<file path="src/rtl/relu_seq_pkg.sv">
// Shared types, geometry and the per-lane activation for the ReLU stream sequencer.
// Define LEAKY_RELU_EN to make negative lanes return in >>> 3 instead of zero.
package relu_seq_pkg;

  localparam int unsigned DATAW          = 8;
  localparam int unsigned LANES          = 4;
  localparam int unsigned MAXN           = 320;
  localparam int unsigned MAXD           = 3;
  localparam int unsigned FIFO_DEPTH_DEF = 4;
  localparam int unsigned ADDRW          = 17;
  localparam int unsigned LANE_BITS      = $clog2(LANES);
  localparam int unsigned TOTALW         = $clog2(MAXN * MAXN * MAXD + 1);

  typedef logic [LANES-1:0][DATAW-1:0] beat_t;

  typedef enum logic [1:0] {
    IDLE,
    ISSUE,
    DRAIN,
    FINISH
  } state_t;

  typedef struct packed {
    logic  last;
    beat_t data;
  } fifo_entry_t;

  function automatic logic [DATAW-1:0] relu_lane(input logic [DATAW-1:0] x);
    logic [DATAW-1:0] y;
    if (x[DATAW-1]) begin
`ifdef LEAKY_RELU_EN
      y = $signed(x) >>> 3;
`else
      y = '0;
`endif
    end else begin
      y = x;
    end
    return y;
  endfunction

  function automatic beat_t relu_beat(input beat_t b);
    beat_t r;
    for (int l = 0; l < LANES; l++) begin
      r[l] = relu_lane(b[l]);
    end
    return r;
  endfunction

endpackage

</file>
<file path="src/rtl/relu_skid_fifo.sv">
// Result skid FIFO: holds activated beats plus a final-beat flag until the buffer accepts them.
// DEPTH must be a power of two so the pointers wrap naturally.
module relu_skid_fifo
  import relu_seq_pkg::*;
#(
  parameter int unsigned DEPTH = FIFO_DEPTH_DEF
) (
  input  logic                         clk,
  input  logic                         rstn,
  input  logic                         push_i,
  input  fifo_entry_t                  push_data_i,
  input  logic                         pop_i,
  output fifo_entry_t                  head_o,
  output logic [$clog2(DEPTH+1)-1:0]   count_o
);

  localparam int unsigned PTRW = $clog2(DEPTH);
  localparam int unsigned CNTW = $clog2(DEPTH + 1);

  fifo_entry_t     mem_q [DEPTH];
  logic [PTRW-1:0] wr_ptr_q;
  logic [PTRW-1:0] rd_ptr_q;
  logic [CNTW-1:0] count_q;

  // NOTE: storage has no reset; validity comes only from count_q, so stale entries are never seen.
  always_ff @(posedge clk) begin
    if (push_i) begin
      mem_q[wr_ptr_q] <= push_data_i;
    end
  end

  // NOTE: sequential state uses <= so every register samples pre-edge values regardless of order.
  always_ff @(posedge clk or negedge rstn) begin
    if (!rstn) begin
      wr_ptr_q <= '0;
      rd_ptr_q <= '0;
      count_q  <= '0;
    end else begin
      if (push_i) begin
        wr_ptr_q <= wr_ptr_q + PTRW'(1);
      end
      if (pop_i) begin
        rd_ptr_q <= rd_ptr_q + PTRW'(1);
      end
      count_q <= count_q + CNTW'(push_i) - CNTW'(pop_i);
    end
  end

  assign head_o  = mem_q[rd_ptr_q];
  assign count_o = count_q;

endmodule

</file>
<file path="src/rtl/relu_stream_sequencer.sv">
// Walks one feature map in LANES-wide beats: credit-limited reads, ReLU, skid FIFO, write-back.
// Element geometry (DATAW, LANES, ADDRW) comes from relu_seq_pkg.
module relu_stream_sequencer
  import relu_seq_pkg::*;
#(
  parameter int unsigned FIFO_DEPTH = FIFO_DEPTH_DEF
) (
  input  logic                   clk,
  input  logic                   rstn,
  input  logic                   start,
  input  logic [8:0]             cfg_width,
  input  logic [8:0]             cfg_height,
  input  logic [1:0]             cfg_depth,
  input  logic [ADDRW-1:0]       cfg_base,
  output logic                   busy,
  output logic                   done,
  output logic                   rd_req,
  output logic [ADDRW-1:0]       rd_addr,
  input  logic                   rd_valid,
  input  logic [LANES*DATAW-1:0] rd_data,
  output logic                   wr_valid,
  input  logic                   wr_ready,
  output logic [ADDRW-1:0]       wr_addr,
  output logic [LANES*DATAW-1:0] wr_data,
  output logic [LANES-1:0]       wr_strb
);

  localparam int unsigned CW = $clog2(FIFO_DEPTH + 1);

  state_t               state_q;
  logic                 busy_q;
  logic                 done_q;
  logic                 rd_req_q;
  logic [ADDRW-1:0]     base_q;
  logic [ADDRW-1:0]     beats_q;
  logic [ADDRW-1:0]     rd_idx_q;
  logic [ADDRW-1:0]     rx_idx_q;
  logic [ADDRW-1:0]     wr_idx_q;
  logic [LANE_BITS-1:0] last_lanes_q;
  logic [CW-1:0]        credit_q;
  logic [CW-1:0]        credit_d;
  logic [CW-1:0]        outst_q;

  logic [TOTALW-1:0]    cfg_total;
  logic [ADDRW-1:0]     cfg_beats;
  logic                 start_ok;
  logic                 rd_fire;
  logic                 rx_accept;
  logic                 wr_fire;
  logic                 last_rd;
  fifo_entry_t          push_entry;
  fifo_entry_t          head;
  logic [CW-1:0]        fifo_count;
  logic [LANES-1:0]     tail_strb;

  assign cfg_total = TOTALW'(cfg_width) * TOTALW'(cfg_height) * TOTALW'(cfg_depth);
  assign cfg_beats = ADDRW'(cfg_total >> LANE_BITS) + ADDRW'(|cfg_total[LANE_BITS-1:0]);

  assign start_ok  = start && (state_q == IDLE);
  assign rd_fire   = rd_req_q;
  // Responses with nothing outstanding belong to a pass abandoned by reset.
  assign rx_accept = rd_valid && (outst_q != '0);
  assign wr_fire   = wr_valid && wr_ready;
  assign last_rd   = (rd_idx_q == beats_q - ADDRW'(1));
  assign credit_d  = credit_q - CW'(rd_fire) + CW'(wr_fire);

  always_ff @(posedge clk or negedge rstn) begin
    if (!rstn) begin
      state_q  <= IDLE;
      busy_q   <= 1'b0;
      done_q   <= 1'b0;
      rd_req_q <= 1'b0;
    end else begin
      done_q <= 1'b0;
      case (state_q)
        IDLE: begin
          if (start) begin
            busy_q <= 1'b1;
            if (cfg_beats != '0) begin
              state_q  <= ISSUE;
              rd_req_q <= (credit_q != '0);
            end else begin
              state_q <= FINISH;
              done_q  <= 1'b1;
            end
          end
        end
        ISSUE: begin
          if (rd_fire && last_rd) begin
            state_q  <= DRAIN;
            rd_req_q <= 1'b0;
          end else begin
            rd_req_q <= (credit_d != '0);
          end
        end
        DRAIN: begin
          if (wr_fire && head.last) begin
            state_q <= FINISH;
            done_q  <= 1'b1;
          end
        end
        FINISH: begin
          state_q <= IDLE;
          busy_q  <= 1'b0;
        end
        default: state_q <= IDLE;
      endcase
    end
  end

  always_ff @(posedge clk or negedge rstn) begin
    if (!rstn) begin
      base_q       <= '0;
      beats_q      <= '0;
      last_lanes_q <= '0;
      rd_idx_q     <= '0;
      rx_idx_q     <= '0;
      wr_idx_q     <= '0;
      credit_q     <= CW'(FIFO_DEPTH);
      outst_q      <= '0;
    end else begin
      credit_q <= credit_d;
      outst_q  <= outst_q + CW'(rd_fire) - CW'(rx_accept);
      if (start_ok) begin
        base_q       <= cfg_base;
        beats_q      <= cfg_beats;
        last_lanes_q <= cfg_total[LANE_BITS-1:0];
        rd_idx_q     <= '0;
        rx_idx_q     <= '0;
        wr_idx_q     <= '0;
      end else begin
        if (rd_fire) begin
          rd_idx_q <= rd_idx_q + ADDRW'(1);
        end
        if (rx_accept) begin
          rx_idx_q <= rx_idx_q + ADDRW'(1);
        end
        if (wr_fire) begin
          wr_idx_q <= wr_idx_q + ADDRW'(1);
        end
      end
    end
  end

  assign push_entry = '{last: (rx_idx_q == beats_q - ADDRW'(1)), data: relu_beat(beat_t'(rd_data))};

  relu_skid_fifo #(
    .DEPTH (FIFO_DEPTH)
  ) u_fifo (
    .clk         (clk),
    .rstn        (rstn),
    .push_i      (rx_accept),
    .push_data_i (push_entry),
    .pop_i       (wr_fire),
    .head_o      (head),
    .count_o     (fifo_count)
  );

  // NOTE: every always_comb output gets a default first so no path can infer a latch.
  always_comb begin
    tail_strb = '0;
    for (int l = 0; l < LANES; l++) begin
      tail_strb[l] = (LANE_BITS'(l) < last_lanes_q);
    end
  end

  assign wr_valid = (fifo_count != '0);
  assign wr_data  = wr_valid ? head.data : '0;
  assign wr_strb  = !wr_valid ? '0 :
                    (head.last && (last_lanes_q != '0)) ? tail_strb : '1;
  assign wr_addr  = base_q + wr_idx_q;
  assign rd_addr  = base_q + rd_idx_q;
  assign rd_req   = rd_req_q;
  assign busy     = busy_q;
  assign done     = done_q;

endmodule

</file>
<file path="config.mk">
export PLATFORM = sky130hd
export DESIGN_NAME = relu_stream_sequencer
export DESIGN_NICKNAME = d
export VERILOG_FILES = /design/src/rtl/relu_seq_pkg.sv /design/src/rtl/relu_skid_fifo.sv /design/src/rtl/relu_stream_sequencer.sv
export SDC_FILE = /design/constraint.sdc
export NUM_CORES = 1
export LEC_CHECK = 0
export ABC_CLOCK_PERIOD_IN_PS = 8150
export CAP_MARGIN = 30
export CORE_MARGIN = 2
export CORE_UTILIZATION = 40
export DETAILED_ROUTE_END_ITERATION = 10
export PLACE_DENSITY = 0.65
export SYNTH_ARGS = -nofsm -noshare
export SYNTH_HDL_FRONTEND = slang
export SYNTH_HIERARCHICAL = 1
export SYNTH_SLANG_ARGS = --single-unit
</file>
<file path="constraint.sdc">
create_clock -name clk -period 8.15 [get_ports clk]
set_clock_uncertainty 0.15 [all_clocks]
set_input_delay 1.2225 -clock clk [delete_from_list [all_inputs] [get_ports clk]]
set_output_delay 1.2225 -clock clk [all_outputs]
set_load 0.02 [all_outputs]
</file>
==> results.md <==
- From left edge to right edge, the die measures 207 µm.
- Dividing total power by cell area gives a power density of 399 mW/mm².
- For this run, the post-layout net count is 2081.
- The post-route netlist has 13.5% of its cells at a drive strength greater than 1.
- Dividing the synthesized area by the synthesized cell count gives 10.4 µm².
- Summing all flip-flop and latch instances after layout gives 0.00659 mm².
- The slew at the pin closest to its max-slew limit is 0.863 ns.
- In this run the power spent charging and discharging nets is 3.26 mW.
- For this run, design rule violations remaining after detail routing come to 0.
- The number of cell instances on the worst register-to-register path is 11.
- Row generation in the floorplan step produced 74 rows.
- For this run the aggregate overflow at the end of global routing stands at 0.
- The worst supply voltage drop on vdd is 0.192 mV.
- The clock insertion delay at the later pin of the skew report is 0.53 ns.
- In this run switching power makes up 40.1% of total power.
- The first global-routing pass estimated 58.9 mm of wire.
- The tightest min-delay check is of the reg -> reg type.
- The sum of routed wire length over all layers is 35.8 mm.
- The cell internal power dissipation is 4.87 mW.
- The number of logic stages on the critical path including buffering is 30.
- The clock network power share is 15.4%.
- The clock transition at the registers of the reported paths is 0.06 ns.
- The layout has 3604 filler cells.
- Counting instances, the worst hold path has a depth of 2.
- The first-iteration detailed-routing DRC count is 610.
- The met2 wire length is 17.8 mm.
- After layout, the design draws a total of 8.13 mW.
- The finished layout cell area is 0.0204 mm².
- The critical path buffer and inverter count is 7.
- The final hold slack is 0.336 ns.
- Once the floorplan was initialized, standard cells occupied 40.4% of the core.
- The number of antenna violations at the first check in global routing is 0.
- Entering global routing, the biggest net connects 80 pins.
- The area growth from synthesis to final layout is 24.1%.
- The root buffer cell is sky130_fd_sc_hd__clkbuf_16.
- By area the synthesized netlist is led by sky130_fd_sc_hd__edfxtp_1, sky130_fd_sc_hd__dfrtp_1, sky130_fd_sc_hd__ha_1.
- The type of element launching the critical path is a primary input.
- The worst setup slack after layout is 0.308 ns.
- Max-cap violations in this run came to 0.
- The via count of the first global-routing pass came to 12.0k.
- The number of placed instances, taps included, is 2348.
- The die covers 0.0427 mm².
- The period utilization is 96.2%.
- In this run, flip-flops and latches consume 22.3% of the power.
- Derived from the worst setup path, the maximum achievable clock frequency is 128 MHz.
- Summing all multi-input logic gate instances after layout gives 0.00928 mm².
- Routability-driven placement finished with a final weighted congestion of 0.864.
- The worst path needs 7.84 ns of the cycle, external delays included.
- The area of the core is 0.0406 mm².
- OpenSTA, run right after detailed placement, puts the worst setup slack at -0.896 ns.
- Input and output buffers added on the ports amount to 147.
- The family of cells with the greatest summed delay on the critical path is adder cells.
- The register bit total from synthesis is 237.
- In this run the worst path has a maximum fanout of 5.
- Among all flip-flop cells after synthesis, the most frequent one is sky130_fd_sc_hd__edfxtp_1.
- CTS saw 237 sinks.
- The first detailed-routing pass ran for 5 iterations.
- The share of total power in combinational logic is 62.3%.
- Dividing the detail-routed wire length by the instance count gives 15.0 µm.
- Summing every instance area after synthesis gives 0.0164 mm².
- The deepest level of the CTS H-tree is 1.
- The share of flip-flops with an asynchronous set or reset after synthesis is 44.3%.
- TritonCTS built the clock tree.
- The repair_antennas step left the layout with diodes totalling 0.
- For this run, the slowest stage of the critical path takes 0.56 ns.
- The via density per instance is 4.99.
- Data on the critical path is required at its endpoint by 8.41 ns.
- The total I/O pin count is 148.
- The detailed router put a total of 16.0 mm of wire on met1.
- The critical path capture point type is a flip-flop.
- The flow ran to the end, and the final reports show no timing, DRC or antenna violations.
- Measured along the y axis, the die boundary spans 207 µm.
- The yosys synthesis warning count is 6.
- The post-layout instance count excluding filler cells is 2395.
- The cell with the most instances after synthesis is sky130_fd_sc_hd__nand2_1.
- Synthesis produced 1580 cells.
- The arrival time of data at the critical path endpoint is 8.10 ns.
- The uppermost layer routed is met4.
- The detailed-route via count is 11.9k.
- In this run the static leakage power is 8.77 nW.
- After synthesis, the most frequently instantiated cells are sky130_fd_sc_hd__nand2_1, sky130_fd_sc_hd__edfxtp_1, sky130_fd_sc_hd__inv_1.
- The TritonCTS buffer count is 25.
- In this run, synthesis inferred 132 flip-flops with an integrated enable.
- The all-layer global routing usage is 16.9%.
- The final count of hold timing violations was 0.
- The biggest area consumer among synthesized cells is sky130_fd_sc_hd__edfxtp_1.
- The routed wire length on met3 is 1.35 mm.
- Synthesis instantiated 86 different standard cells from the library.
- The maximum count of clock buffers along a single path is 3.
- The wire-length estimate of the detail-placed layout is 27.3 mm.
- The most prevalent standard cell on the critical path is sky130_fd_sc_hd__fa_1.
- Headroom to the max-slew limit came out at 42.5%.
- For this run, the register share of the synthesized area comes to 40.1%.
- Setup violations remaining at the end of the flow were counted as 0.
- Once placement finished, the instance area stood at 0.0193 mm².
- In this run the remaining antenna-violating nets after routing total 0.
- The proportion of netlist area held by the largest area contributor is 24.1%.
- The cell with the largest stage delay on the worst path is sky130_fd_sc_hd__or4_4.
- The number of slew-limit violations in the final report is 0.
- The type of the worst setup path is in -> reg.
-- logic make-up (layout without fill, tap and decap cells) --
group	count (synthesis)	count (layout)	synth area share, %
AO/OA/AOI/OAI	206	206	8.33
flip-flops	237	237	40.1
buffers and inverters	179	447	4.56
adder cells (fa/ha/maj)	163	163	15.0
XOR/XNOR	151	151	8.05
AND/OR/NAND/NOR	602	602	18.8
other	1	16	0.0228
multiplexers	41	41	5.16
-- power by group through the flow --
stage	clock network (mW)	logic, mW	registers [mW]
floorplan	0	3.25	1.75
global placement	0	4.91	1.83
detailed placement	0	4.99	1.84
CTS	1.28	5.03	1.82
global route	1.33	5.62	1.86
finish	1.25	5.07	1.81
-- stage by stage --
step                      TNS (ns)  util [%]
final                            0      50.2
after floorplan                  0         -
after CTS                        0      49.8
after detailed placement     -3.45      47.4
after global routing       -0.0169      50.2
after global placement       -2.32      47.4
-- state kept, by name, summed over array words and instances, names as in the netlist, 17 cells and up --
signal and count:
base_q 17, beats_q 17, rd_idx_q 17, rx_idx_q 17
u_fifo/mem_q 132, wr_idx_q 17
-- cells in the final DEF (no fill, tap or decap), drive strengths merged, types with 5 or more instances in the layout --
cell type and count:
clkinvlp 5, xor2 67, edfxtp 132, clkbuf 30, nor2b 41, nand2b 7
ha 107, nand4 14, clkdlybuf4s50 132, or3 19, dlymetal6s2s 10, nor3 32
buf 122, nor4b 5, or2 5, a211oi 10, and3 14, xnor2 84
fa 56, nand2 170, dfrtp 104, nor4 15, mux2i 7, inv 135
o21ai 79, and2 120, a21o 7, nand3 33, conb 16, a21boi 11
o21a 10, bufinv 5, mux4 33, a21oi 49, nor2 111
-- routing by layer --
metal  up-vias  GRT usage, %
li1       5947             -
met1      5763          22.0
met2       182          30.1
met3        49          1.81
met4         0          4.08
met5         -             0
-- worst paths after layout --
| kind | startpoint | end | slack [ns] |
|---|---|---|---|
| max in group asynchronous | rstn | u_fifo/rd_ptr_q[0]$_DFFE_PN0P_ | 6.04 |
| setup reg to reg | beats_q[2]$_DFFE_PN0P_ | rd_req$_DFFE_PN0P_ | 4.29 |
| hold reg to reg | beats_q[16]$_DFFE_PN0P_ | beats_q[16]$_DFFE_PN0P_ | 0.34 |
| setup / recovery | cfg_height[8] | rd_req$_DFFE_PN0P_ | 0.31 |
| hold / removal | beats_q[16]$_DFFE_PN0P_ | beats_q[16]$_DFFE_PN0P_ | 0.34 |
| min in group asynchronous | rstn | beats_q[15]$_DFFE_PN0P_ | 0.51 |
-- what timing repair did --
| action | in CTS | in global routing |
|---|---|---|
| setup endpoints to repair | 3 | 5 |
| pin swaps | 1 | 15 |
| buffers inserted | 0 | 1 |
| hold buffers | 0 | 0 |
| gates resized for setup | 13 | 38 |
-- layout make-up --
class,count,area share (%)
tap,532,3.27
timing repair buffer,268,11.9
clock buffer,30,3.36
inverter,133,2.45
sequential,237,32.3
multi-input combinational,1179,45.5
clock inverter,16,1.22
-- tightest hold or removal path, delay by kind of cell (launching register included) --
family,cells,cell delay (ns)
DFF,1,0.35
and+or+nand+nor,2,0.10
No activity file was read; power rests on OpenSTA's default activity.
